<file path="config.mk">
export PLATFORM = sky130hd
export DESIGN_NAME = mem_dump_unit
export DESIGN_NICKNAME = d
export VERILOG_FILES = /design/src/rtl/mem_dump_unit.sv
export SDC_FILE = /design/constraint.sdc
export NUM_CORES = 1
export LEC_CHECK = 0
export ABC_AREA = 1
export CORE_MARGIN = 10
export CORE_UTILIZATION = 35
export CTS_CLUSTER_DIAMETER = 120
export DETAILED_ROUTE_END_ITERATION = 16
export HOLD_SLACK_MARGIN = 0.02
export PLACE_DENSITY = 0.63
export SLEW_MARGIN = 25
export SYNTH_ARGS = -nofsm -noshare
export SYNTH_HDL_FRONTEND = slang
export SYNTH_SLANG_ARGS = --single-unit
</file>
<file path="constraint.sdc">
create_clock -name clk -period 1.6 [get_ports clk]
set_clock_uncertainty 0.05 [all_clocks]
set_input_delay 0.32 -clock clk [delete_from_list [all_inputs] [get_ports clk]]
set_output_delay 0.32 -clock clk [all_outputs]
set_load 0.1 [all_outputs]
</file>
<file path="src/rtl/mem_dump_unit.sv">
// Streams a contiguous window of data memory out over a valid/ready port.
// One word per RD -> WT -> SEND pass; the read port is owned while busy.
module mem_dump_unit #(
  parameter int ADDR_W = 10,
  parameter int DATA_W = 32,
  parameter int CNT_W  = 11
) (
  input  logic              clk,
  input  logic              rst,
  input  logic              start,
  input  logic [ADDR_W-1:0] base_addr,
  input  logic [CNT_W-1:0]  word_count,
  output logic              mem_re,
  output logic [ADDR_W-1:0] mem_addr,
  input  logic [DATA_W-1:0] mem_rdata,
  output logic              out_valid,
  input  logic              out_ready,
  output logic [DATA_W-1:0] out_data,
  output logic [ADDR_W-1:0] out_addr,
  output logic              out_last,
  output logic              busy,
  output logic              done
);

  typedef enum logic [2:0] {IDLE, RD, WT, SEND, FIN} state_t;

  state_t            state, state_next;
  logic [ADDR_W-1:0] addr;
  logic [CNT_W-1:0]  remain;

  always_ff @(posedge clk or negedge rst) begin
    if (!rst) state <= IDLE;
    else      state <= state_next;
  end

  always_comb begin
    state_next = state;
    mem_re     = 1'b0;
    out_valid  = 1'b0;
    busy       = 1'b0;
    done       = 1'b0;
    case (state)
      IDLE: begin
        if (start) state_next = (word_count != '0) ? RD : FIN;
      end
      RD: begin
        mem_re     = 1'b1;
        busy       = 1'b1;
        state_next = WT;
      end
      WT: begin
        busy       = 1'b1;
        state_next = SEND;
      end
      SEND: begin
        out_valid = 1'b1;
        busy      = 1'b1;
        if (out_ready) state_next = (remain > CNT_W'(1)) ? RD : FIN;
      end
      FIN: begin
        done       = 1'b1;
        state_next = IDLE;
      end
      default: state_next = IDLE;
    endcase
  end

  // mem_addr is only reloaded on entry to RD so it keeps its last value elsewhere
  always_ff @(posedge clk or negedge rst) begin
    if (!rst) begin
      addr     <= '0;
      remain   <= '0;
      mem_addr <= '0;
      out_data <= '0;
      out_addr <= '0;
      out_last <= 1'b0;
    end else begin
      case (state)
        IDLE: begin
          if (start && word_count != '0) begin
            addr     <= base_addr;
            remain   <= word_count;
            mem_addr <= base_addr;
          end
        end
        WT: begin
          out_data <= mem_rdata;
          out_addr <= addr;
          out_last <= (remain == CNT_W'(1));
        end
        SEND: begin
          if (out_ready) begin
            remain <= remain - CNT_W'(1);
            addr   <= addr + ADDR_W'(1);
            if (remain > CNT_W'(1)) mem_addr <= addr + ADDR_W'(1);
          end
        end
        default: ;
      endcase
    end
  end

endmodule

</file>
Word level (Yosys, flattened, before mapping):

Cells that the tools add are included.

* word-level logic and storage cells: 45
* register bits: 77
* output and inout port bits: 57
* input bits: 57

* multiplexer cells: 18
* add/subtract/negate cells: 2
* magnitude comparators: 1
* eq/ne operators: 9
* reduce and logical (&&, ||, !) cells: 8

Operators with widths (count)
* $mux 10: 4
* $pmux 10 s2: 2
* $mux 11: 2
* $pmux 11 s2: 1
* $mux 3: 4
* $pmux 3 s4: 1
* $eq 11x1->1 const B: 1
* $gt 11x1->1 const B: 1
* $reduce_bool 11->1: 1
* $sub 11x1->11 const B: 1
* $add 10x1->10 const B: 1
* $ne 2x2->1 const B: 4
* $eq 3x2->1 const B: 2
* $mux 1: 4
* $reduce_and 4->1: 1
* $eq 3x1->1 const B: 1
* $eq 3x3->1 const B: 1
* $logic_not 3->1: 1
* $reduce_and 3->1: 1
* $reduce_or 3->1: 1
* $reduce_and 2->1: 1
* $reduce_bool 2->1: 1
* $logic_and 1x1->1: 1

Depth between registers and ports, before layout:

* depth in word-level cells: 4
* gate-level depth with buffers: 12
* gate-level depth less buffers: 11

Least setup slack after synthesis:

No wires, ideal clock.

* path kind: reg-to-output
* start: reg state[1]
* end: out done
* data arrival time: 1839 ps
* stages on the path, launching flop included: 5
* path buffers: 1
* slack: -609 ps
* required time: 1230 ps
* cell sequence: dfrtp_1 > buf_6 > inv_2 > nand2_1 > nor2_1

* cells in the longest elaborated chain, start to end: 2

Ends and longest elaborated chain
* start: declaration: RTL line 27 `state_t state, state_next;`
* start signal: assignment: RTL line 33 `else state <= state_next;`
* $eq 3x3->1: RTL line 42 `case (state)`
* $mux 1: RTL line 42
* end: declaration: RTL line 22 `output logic done`

No other way between the ends.

Worst setup path in the final report:

* start: reg state[2]
* end: out mem_re

* cells in the longest elaborated chain, start to end: 2

Ends and longest elaborated chain
* $eq 3x1->1: RTL line 42
* $mux 1: RTL line 42
* end: declaration: RTL line 13 `output logic mem_re,`

No other way between the ends.

==> flow_summary_export.csv <==
group,metric,value,unit
timing,hold_viol,0,
routing,first_pass_iters,5,
global_routing,grt.busiest_layer,"met2",
synthesis,synth-warning-count,0,
global_routing,grt_pass1_vias,3389,
critical_path,cp_cell_sequence,"inv_2 -> buf_6 -> nand2_4 -> nor2_4 -> buf_12",
synthesis,syn_nets,487,
outcome,outcome,"finished, violations left",
hold_path,hold_class,"in -> async",
critical_path,cpPeakStageDelay,0.43,ns
routing,vias_per_cell,4.91,
flow_run,maxCapViolCount,0,
synthesis,async_reset_ff_share,100,%
finish,fin_nets,651,
synthesis,netlist_instances,427,
clock_network,path_clk_slew,0.09,ns
finish,layout.cells.non_filler,731,
floorplan,die_w,123,um
critical_path,cp_num_buf_inv,3,
critical_path,startpoint_type,"flip-flop",
floorplan,core,0.0104,mm2
floorplan,fp.dieArea,0.0152,mm2
routing,vias,3588,
clock_network,cts_root_buf,"clkbuf_8",
critical_path,crit_required,1.23,ns
routing,drcViolationCount,0,
floorplan,start_util,36.0,%
clock_network,clock_latency,0.35,ns
synthesis,netlist_area,0.00373,mm2
clock_network,cts_tree,"built",
timing,fmax,571,MHz
timing,final_min_period_over_clock_period,110,%
synthesis,yosysTopAreaCell,"dfrtp_1",
timing,tightest_slew,0.323,ns
global_routing,grt_first_pass_wirelength,17500,um
synthesis,synth_cell_types,27,
routing,drt_wl_total,12300,um
global_routing,grt_max_degree,63,
timing,period_needed,1.75,ns
outcome,failed_checks,"setup timing",
critical_path,critPathCaptureType,"primary output",
timing,setup_viol_count_final,22,
routing,ant_nets,0,
routing,wl_per_cell,16.8,um
global_routing,met3_usage,5.20,%
timing,fin_hold_ws,0.325,ns
synthesis,synth-seq-area-share,51.7,%
critical_path,cp_slowest_cell,"dfrtp_1",
timing,rsz0062_at_grt,"true",
critical_path,critPathMaxFanout,3,
placement,gp_congestion,0.845,
synthesis,synth-seq-cells,77,
critical_path,crit_family,"flip-flops",
clock_network,cts_buffers,9,
placement,io_buffers,113,
clock_network,cts.sinks,77,
finish,final_util,64.8,%
global_routing,grt_util_met1,18.5,%
floorplan,rows,37,
timing,relSlewSlack,78.3,%
floorplan,ios,114,
global_routing,gr-total-overflow,0,
placement,dp_hpwl,8140,um
finish,antenna_cells,0,
placement,dp_cells,686,
placement,dp_slack,-0.369,ns
floorplan,die_y,123,um
synthesis,synth_edf_count,0,
synthesis,synth_area_per_cell,8.73,um2
clock_network,ctsHtreeMaxLevel,3,
synthesis,synthFlopType,"dfrtp_1",
synthesis,synth.area.top_cells,"dfrtp_1 (52%), nand2_1 (14%), mux2_2 (9.7%)",
global_routing,grt_usage,14.5,%
finish,area_delta_synth_final,80.1,%
critical_path,path_class,"reg -> out",
clock_network,clockBufferDepth,2,
routing,drtIter0Drc,254,
timing,slew_violations,0,
synthesis,synth.top_cell.area_share,51.7,%
critical_path,worst_ep_arrival_time,1.38,ns
global_routing,antenna_found_initial,0,
finish,final_layout_size_suffix_gt1_share,40.8,%
timing,setup_ws,-0.153,ns
global_routing,grt_util_met2,22.5,%
[registers in the layout (all words and copies together), names as in the netlist]
signal / count
out_data: 32
remain: 11
addr: 10
mem_addr: 10
out_addr: 10
state: 3
out_last: 1
[cell usage after synthesis, types with 2 or more instances]
cell / count
buf_6: 4
ha_1: 3
inv_2: 7
nand3_1: 31
nand2_2: 3
nand2_1: 135
nor2_1: 32
nand4_1: 4
nor2_2: 2
clkbuf_1: 4
a21oi_1: 3
o21ai_1: 16
inv_1: 32
mux2_2: 32
a31oi_1: 4
o21ai_0: 22
dfrtp_1: 77
buf_2: 7
[layer usage]
metal / vias to the layer above / part of all wire [%]
met2: 142 / 45
met3: 20 / 8.1
met4: 0 / 1.9
li1: 1706 / -
met1: 1720 / 45
met5: - / 0
[kinds of logic after synthesis]
logic type,count (synthesis),synth area share [%]
flops,77,51.7
xor+xnor,2,0.470
fa+ha+maj,3,1.01
mux,32,9.66
buf+inv,54,6.47
simple gates,212,24.2
compound gates,47,6.58
[final cells by class]
class	count	area [um2]
Timing Repair Buffer	166	2280
Sequential cell	77	1930
Fill cell	800	3650
Clock inverter	6	113
Clock buffer	9	124
Multi-Input combinational cell	298	1950
Inverter	39	161
Tap cell	136	170
[per-stage QoR]
stage	TNS [ns]	instance area, um2
2_1_floorplan	-0.538	3740
3_5_place_dp	-10.56	5750
5_1_grt	-2.64	6720
4_1_cts	-0.483	6200
3_3_place_gp	-9.35	5750
6_report	-0.633	6720
[worst paths after layout]
path	startpoint	to	slack, ns	depth (start not counted)
setup / recovery	state[2]	mem_re	-0.15	5
hold / removal	rst	out_addr[4]	0.32	2
setup reg to reg	state[1]	out_data[6]	-0.01	5
hold reg to reg	remain[10]	remain[10]	0.49	2
max in group asynchronous	rst	state[1]	0.57	3
min in group clk	remain[10]	remain[10]	0.49	2
[cell usage in the layout, fill, tap and decap left out, types with 4 or more instances in the layout]
master / n
nand2_1: 112
nand3_1: 17
inv_1: 27
nand4_1: 4
buf_4: 33
nor2_1: 20
o21ai_1: 11
buf_6: 11
o21ai_0: 19
o21ai_2: 8
nand3_2: 12
nand2_2: 14
buf_12: 62
inv_2: 8
mux2_2: 32
dfrtp_1: 75
clkdlybuf4s50_1: 55
nand2_4: 11
nor2_4: 7
clkbuf_8: 9
nor2_2: 8
[timing repair]
action / CTS / global route
cloned: 2 / 6
endpoints found under the hold margin: 15 / 0
setup endpoints to repair: 35 / 67
buffers inserted: 12 / 11
resized for setup: 21 / 96
hold buffers: 1 / 0
pin swaps: 5 / 24
Power is not shown: default switching activity piles up to over one toggle a cycle in this logic, so the estimate is an artifact.
==> RTL change: new RTL, config.mk and constraints unchanged <==
The 5 states of `state_t` get a one-hot encoding in 5 bits.
--- a/src/rtl/mem_dump_unit.sv
+++ b/src/rtl/mem_dump_unit.sv
@@ -22,7 +22,7 @@
   output logic              done
 );
 
-  typedef enum logic [2:0] {IDLE, RD, WT, SEND, FIN} state_t;
+  typedef enum logic [4:0] {IDLE = 5'b00001, RD = 5'b00010, WT = 5'b00100, SEND = 5'b01000, FIN = 5'b10000} state_t;
 
   state_t            state, state_next;
   logic [ADDR_W-1:0] addr;
Formal check against the unedited RTL: same outputs for any inputs over 10 cycles, from zero or initial values and one cycle with rst low; not proved beyond that.
==> RTL change against the original RTL <==
  * Non-clock buffer count rose by 22
  * Core utilization decreased by 1.0 points
  * Critical path depth up 1
  * Worst setup slack got worse by 0.20 ns
  * The run still ends with negative setup slack left
  * Via count is 0.53% lower
  * Final area increased by 3.3%
  * Sequential cell count is 2 higher
  * Cell count rose by 2.6%
  * Synthesized area grew 5.0%
  * Wire length decreased by 0.97%
  * Critical path type unchanged
Power is not shown: default switching activity piles up to over one toggle a cycle in this logic, so the estimate is an artifact.
==> RTL change: results (changes against the original RTL) <==
* Detail Placement HPWL at 8.52 mm (was 8.14 mm)
* Nets at 665 (was 651)
* Final setup margin at -0.351 ns (was -0.153 ns)
* Hold Slack at 0.400 ns (was 0.325 ns)
* DP Area at 6050 sq um (was 5750 sq um)
* Syn Nets at 480 (was 487)
* Biggest regs: out_data x32, remain x11 (unchanged)
* Crit-path slowest cell: dfstp_2 (was dfrtp_1)
* Max_slew headroom at 75.4% (was 78.3%)
* GPL Wtd Cong at 0.899 (was 0.845)
* Seq/Total Area, Yosys at 50.5% (was 51.7%)
* Outcome: finished with violations (unchanged)
* DR pass1 iterations at 4 (was 5)
* Number of global-route vias before repair at 3660 (was 3389)
* Synth top cells by count: nand2_1, dfrtp_1, nand3_1 (was nand2_1, dfrtp_1, inv_1, mux2_2, nor2_1)
* Placed cells at 693 (was 686)
* Fin cells at 750 (was 731)
* Overall routing resource usage at 14.7% (was 14.5%)
* Reg2Reg Depth at 11 (was 5)
* Drt total wl at 12.2 mm (was 12.3 mm)
* Setup WS pre-CTS at -0.537 ns (was -0.369 ns)
* R2r setup slk at -0.31 ns (was -0.01 ns)
* Critical Path Max Stage Delay at 0.60 ns (was 0.43 ns)
* Worst r2r dst: addr[9]$_DFFE_PN0P_ (was out_data[6]$_DFFE_PN0P_)
* Fillers at 832 (was 800)
* Post-synth cell types at 30 (was 27)
* Setup TNS at -19.72 ns (was -0.633 ns)
* Vias at 3569 (was 3588)
* Post-Synthesis Cells at 420 (was 427)
* Iteration-0 DRC Markers at 217 (was 254)
* Largest net degree at the start of global routing at 33 (was 63)
* Setup crit start: state[0]$_DFFE_PN1P_ (was state[2]$_DFFE_PN0P_)
* Clk root buf: clkbuf_8 (unchanged)
* Top post-synthesis cells by area: dfrtp_1, nand2_1, mux2_4 (was dfrtp_1, nand2_1, mux2_2)
* # setup viols final at 81 (was 22)
* First-pass GRT wire length at 19.1 mm (was 17.5 mm)
* Violated checks: negative setup slack (unchanged)
## RTL change: changes by cell type after synthesis, moves of 4 or more
cell	unedited run	this run
nand3_2	0	4
nor2_1	32	21
mux2_4	0	17
o21ai_0	22	27
nand3_1	31	36
mux2_2	32	15
o21ai_2	0	11
a31oi_1	4	0
o21ai_1	16	4
nand2_1	135	129
## RTL change: cell families (layout without fill, tap and decap cells)
logic type,after synthesis,in the layout,share of synthesized area (%)
compound gates,43,43,6.62
xor+xnor,4,4,0.895
buf+inv,50,237,6.30
mux,32,32,10.8
simple gates,209,212,23.9
fa+ha+maj,3,3,0.959
flops,79,79,50.5
## RTL change: worst max-delay path by stage
stage                                 end
finish                               busy
global route                       mem_re
CTS                                  busy
detailed placement  remain[9]$_DFFE_PN0P_
global placement    remain[9]$_DFFE_PN0P_
floorplan                            done
## RTL change: cell type report
cell class,instances,share of cell area (%)
Tap cell,140,2.52
Sequential cell,79,28.5
Clock inverter,6,0.973
Multi-Input combinational cell,294,27.3
Inverter,33,1.95
Clock buffer,10,1.84
Timing Repair Buffer,188,36.9
## RTL change: what timing repair did
action                                  in CTS  in global routing
pin swaps                                    7                  9
buffers inserted                            17                 17
hold buffers                                 1                  0
gates cloned                                 5                  1
endpoints found under the setup margin      38                 78
hold endpoints to repair                    22                  0
resized for setup                           32                 65
## RTL change: per-layer routing
layer / GRT usage [%] / part of all wire (%)
met5: 0 / 0
met1: 18.2 / 44
met2: 23.8 / 49
met4: 5.16 / 0.99
met3: 4.24 / 5.8
